`config.mk`:
```
export PLATFORM = sky130hd
export DESIGN_NAME = decoder_scan_sequencer
export DESIGN_NICKNAME = d
export VERILOG_FILES = /design/src/rtl/decoder_scan_sequencer.sv
export SDC_FILE = /design/constraint.sdc
export NUM_CORES = 1
export LEC_CHECK = 0
export BUFFER_PORTS_ARGS = -buffer_cell sky130_fd_sc_hd__buf_4
export CORE_MARGIN = 3
export CORE_UTILIZATION = 55
export DETAILED_ROUTE_END_ITERATION = 6
export GPL_ROUTABILITY_DRIVEN = 0
export GPL_TIMING_DRIVEN = 0
export PLACE_DENSITY_LB_ADDON = 0.08
export SYNTH_ARGS = -nofsm -noshare
export SYNTH_HDL_FRONTEND = slang
export SYNTH_SLANG_ARGS = --single-unit
```
`constraint.sdc`:
```
create_clock -name clk -period 2.4 [get_ports clk]
set_input_delay 0.24 -clock clk [delete_from_list [all_inputs] [get_ports clk]]
set_output_delay 0.24 -clock clk [all_outputs]
set_load 0.02 [all_outputs]
```
`src/rtl/decoder_scan_sequencer.sv`:
```
// Scan sequencer driving the {w,x,y,z} select code of decoder_4to16, free-running or per step.
// Define DECODER_SCAN_WRAP_EN to wrap to code 0 on completion instead of stopping in DONE.
module decoder_scan_sequencer #(
  parameter int unsigned DWELL     = 4,
  parameter int unsigned LAST_CODE = 15
) (
  input  logic       clk,
  input  logic       rst,
  input  logic       start,
  input  logic       abort,
  input  logic       step_mode,
  input  logic       step,
  output logic       w,
  output logic       x,
  output logic       y,
  output logic       z,
  output logic       active,
  output logic       code_adv,
  output logic       done,
  output logic [3:0] pass_cnt
);

  localparam logic [7:0] DwellLast = 8'(DWELL - 1);
  localparam logic [3:0] LastCode  = 4'(LAST_CODE);

  typedef enum logic [1:0] {StIdle, StRun, StStep, StDone} state_e;

  state_e     state_q, state_d;
  logic [3:0] code_q, code_d;
  logic [7:0] dwell_q, dwell_d;
  logic [3:0] pass_q, pass_d;
  logic       active_q, active_d;
  logic       code_adv_q, code_adv_d;
  logic       done_q, done_d;
  logic       complete;

  always_comb begin
    state_d    = state_q;
    code_d     = code_q;
    dwell_d    = dwell_q;
    pass_d     = pass_q;
    code_adv_d = 1'b0;
    done_d     = 1'b0;
    complete   = 1'b0;

    if (abort) begin
      state_d = StIdle;
      code_d  = '0;
      dwell_d = '0;
    end else begin
      unique case (state_q)
        StIdle, StDone: begin
          if (start) begin
            state_d    = step_mode ? StStep : StRun;
            code_d     = '0;
            dwell_d    = '0;
            code_adv_d = 1'b1;
          end
        end
        StRun: begin
          if (dwell_q == DwellLast) begin
            dwell_d = '0;
            if (code_q != LastCode) begin
              code_d     = code_q + 4'd1;
              code_adv_d = 1'b1;
            end else begin
              complete = 1'b1;
            end
          end else begin
            dwell_d = dwell_q + 8'd1;
          end
        end
        StStep: begin
          if (step) begin
            if (code_q != LastCode) begin
              code_d     = code_q + 4'd1;
              code_adv_d = 1'b1;
            end else begin
              complete = 1'b1;
            end
          end
        end
        default: state_d = StIdle;
      endcase
    end

    if (complete) begin
      done_d = 1'b1;
      pass_d = (pass_q == 4'hf) ? pass_q : pass_q + 4'd1;
`ifdef DECODER_SCAN_WRAP_EN
      code_d     = '0;
      code_adv_d = 1'b1;
`else
      state_d = StDone;
`endif
    end

    // Registered from the next state so active lines up with the code it qualifies.
    active_d = (state_d == StRun) || (state_d == StStep);
  end

  always_ff @(posedge clk) begin
    if (rst) begin
      state_q    <= StIdle;
      code_q     <= '0;
      dwell_q    <= '0;
      pass_q     <= '0;
      active_q   <= 1'b0;
      code_adv_q <= 1'b0;
      done_q     <= 1'b0;
    end else begin
      state_q    <= state_d;
      code_q     <= code_d;
      dwell_q    <= dwell_d;
      pass_q     <= pass_d;
      active_q   <= active_d;
      code_adv_q <= code_adv_d;
      done_q     <= done_d;
    end
  end

  assign {w, x, y, z} = code_q;
  assign active       = active_q;
  assign code_adv     = code_adv_q;
  assign done         = done_q;
  assign pass_cnt     = pass_q;

endmodule

```
==> out/results.md <==
- finished clean — result of the run
- flop — type of element capturing the critical path
- 462 nW/um^2 — power density of the placed cells
- 0 — hold buffer count at cts
- 1070 um — routed wl met2
- 2300 um — final wirelength
- sky130_fd_sc_hd__dfxtp_1 (38%), sky130_fd_sc_hd__ha_1 (5.6%), sky130_fd_sc_hd__nor2_1 (4.0%) — ranking of synthesized cells by area
- sky130_fd_sc_hd__dfxtp_1 — most frequently used cell type in the post-synthesis netlist
- 0.406 mV — Peak supply drop
- 0.0548 — fraction of synthesized cell area in xor and xnor cells
- 165 — FILL cells
- 892 — vias in the first global route
- 0.135 — Compound-Gate Fraction of Synth Area
- 44 — unique cell type count in the Yosys netlist
- 122 — count of mapped cells out of synthesis
- 0 — antenna-violating nets left
- 0 — antenna violations before repair
- 16.0% — Layout Area Growth over Synthesis
- 9.17 um^2 — post-synthesis average cell area
- sky130_fd_sc_hd__dfxtp_1 — Yosys top cell by area
- 0.614 — Starting Density
- 0 — Max Slew Vio Count
- 0 — # setup viols final
- 320 ps — minimum setup slack among reg-to-reg paths
- sky130_fd_sc_hd__clkbuf_4 — clock root cell
- false — setup repair after global routing missed its margin
- 120 ps — Clock Pin Slew Worst Setup and Hold Paths
- 0.319 — synthesized-area fraction occupied by and/or/nand/nor cells
- 0.866 — final cycle utilization of the critical path
- 2 — buffers from clock root to sink, at most
- 21 — number of clock sinks
- 347 ps — pre-CTS setup slack
- 16 — Port Buf Inserts
- 1090 um — met1 WL
- 17 — Top Ports
- 481 MHz — maximum achievable frequency
- 14 — first-iteration detailed-routing DRC count
- 154 — number of nets at the end of the flow
- sky130_fd_sc_hd__dfxtp_1 — Synth Flop Type
- 4020 um — first-pass GRT wire length
- 0.376 — share of synthesized area occupied by flip-flops and latches
- 95 um — met3 WL post-DR
- 0 — Syn. warnings
- 0 — Post-route DRC
- 13.8 um — detail-routed net length per standard cell
- 8 — maximum fanout count along the critical path
- 0.232 — fraction of final layout cells with drive strength greater than 1
- 300 ps — latest clock arrival within the worst-skew pair
- 4 — number of optimization iterations in the first detailed-route pass
- 5.77 — ratio of routed vias to standard cells
- sky130_fd_sc_hd__dfxtp_1 (21), sky130_fd_sc_hd__nor2_1 (12), sky130_fd_sc_hd__nand2_1 (7) — most frequent cells after synthesis
- 600 uW — post-route total power
- 0 ps — Fin Setup TNS
- 2610 um^2 — die area
- 0 — Setup Buffers After CTS
- 676 um^2 — area of the multi-input gates
- 21 — number of register bits inferred by synthesis
- 964 — detailed-route via count
- 0.376 — share of the synthesized area in the top cell type
- 3 — number of buffers inserted during clock tree synthesis
- simple AND/OR/NAND/NOR gates — dominant combinational cell family by area after synthesis
- 1 — number of H-tree levels
- 0.0559 — post-synthesis share of cell area spent on full adders, half adders and majority gates
- 2290 ps — CP arrival
- 13 — maximum number of pins on one net before global-route repair
- done — CTS tree
- 0 — GR Overflow Total
- 51.1 um — height of the die
- 0 — hold violation count in the final report
- 163 — number of placed cells counting well taps
- 0.713 — final cell utilization of the core
- 320 ps — fin worst setup slack
- 0 — share of synthesized flip-flops with an asynchronous set or reset
- 1120 um^2 — Netlist Area Pre-Place
- 0 — quantity of gates resized following cts
- 2610 ps — WP data required
- 0 — count of flip-flops with a built-in enable after synthesis
- 51.1 um — horizontal die dimension
- 0 — total of max-cap violations
- 1670 um — placed wire-length estimate
- 0.0391 — mux cell area share after synthesis
- met4 — top metal layer carrying routed signals
- 5.91 ps — maximum clock skew at final layout
- 0.201 — global-route usage over all layers
- flop — element type at the critical path start
- 441 ps — actual transition at the worst max-transition pin
- 15 — total number of placement rows
- 420 um^2 — sequential cell area
- 0.000484 uW — LEAKAGE
- 2080 ps — Tmin final
- 0 — n_diodes
- 167 — final std cells w/o fill
- 133 — syn nets
- flop to flop — type of the worst setup path
- primary input to flop — path category of the worst min-delay check
- 0.704 — max_slew headroom
- 1820 um^2 — area inside the core boundary
[through the flow]
step / cell area (um^2) / hold WS (ps)
global route: 1300 / 202
detailed placement: 1270 / 509
floorplan: 1120 / 404
finish: 1300 / 215
global placement: 1270 / 494
CTS: 1300 / 203
[final timing paths]
path / startpoint / end / depth (start not counted)
max: dwell_q[1]$_SDFFE_PP0P_ / code_q[2]$_SDFFE_PP0P_ / 5
min: abort / state_q[1]$_SDFF_PP0_ / 3
max reg2reg: dwell_q[1]$_SDFFE_PP0P_ / code_q[2]$_SDFFE_PP0P_ / 5
min reg2reg: pass_cnt[1]$_SDFFE_PP0P_ / pass_cnt[1]$_SDFFE_PP0P_ / 2
[registers in the layout, indices dropped and copies added (netlist names)]
name and cells:
pass_cnt 4, code_adv 1, dwell_q 8, code_q 4
state_q 2, done 1, active 1
[power breakdown]
group / leakage (uW) / internal (uW) / switching (uW)
registers: 0.000170 / 353 / 4.27
clock network: 0.0000177 / 62.2 / 109
logic: 0.000296 / 31.1 / 40.2
total: 0.000484 / 446 / 153
[cells in the final DEF (no fill, tap or decap), drive strengths merged, types with 5 or more instances in the layout]
master	n
a21oi	5
clkbuf	6
nand4	5
buf	16
nor2	12
nand2	7
dfxtp	21
ha	5
xor2	5
[worst max-delay path, stage by stage, from the launching register on]
cell,delay [ps]
sky130_fd_sc_hd__dfxtp_1,430
sky130_fd_sc_hd__ha_1,260
sky130_fd_sc_hd__nor4b_4,300
sky130_fd_sc_hd__a21boi_2,170
sky130_fd_sc_hd__or4_4,560
sky130_fd_sc_hd__a32o_1,270
[kinds of logic after synthesis]
kind of cell,after synthesis
AOI/OAI and AO/OA,21
xor gates and xnor gates,7
adders and majority gates,5
buffers and inverters,6
DFF,21
muxes,4
and+or+nand+nor,58
[final cells by class]
class                   count  area share
clock buffers               3      0.0174
clock inverters             1     0.00386
inverters                   3     0.00868
repair buffers             16      0.0926
flip-flops and latches     21       0.324
well taps                  25      0.0241
multi-input cells          95       0.521
plain buffers               3     0.00868
[layer usage]
| layer | global-route usage | up-vias |
|---|---|---|
| met1 | 0.254 | 443 |
| met4 | 0.0987 | 0 |
| met5 | 0 | - |
| met3 | 0.0408 | 6 |
| met2 | 0.324 | 21 |
| li1 | - | 494 |
(Power assumes the default switching activity.)
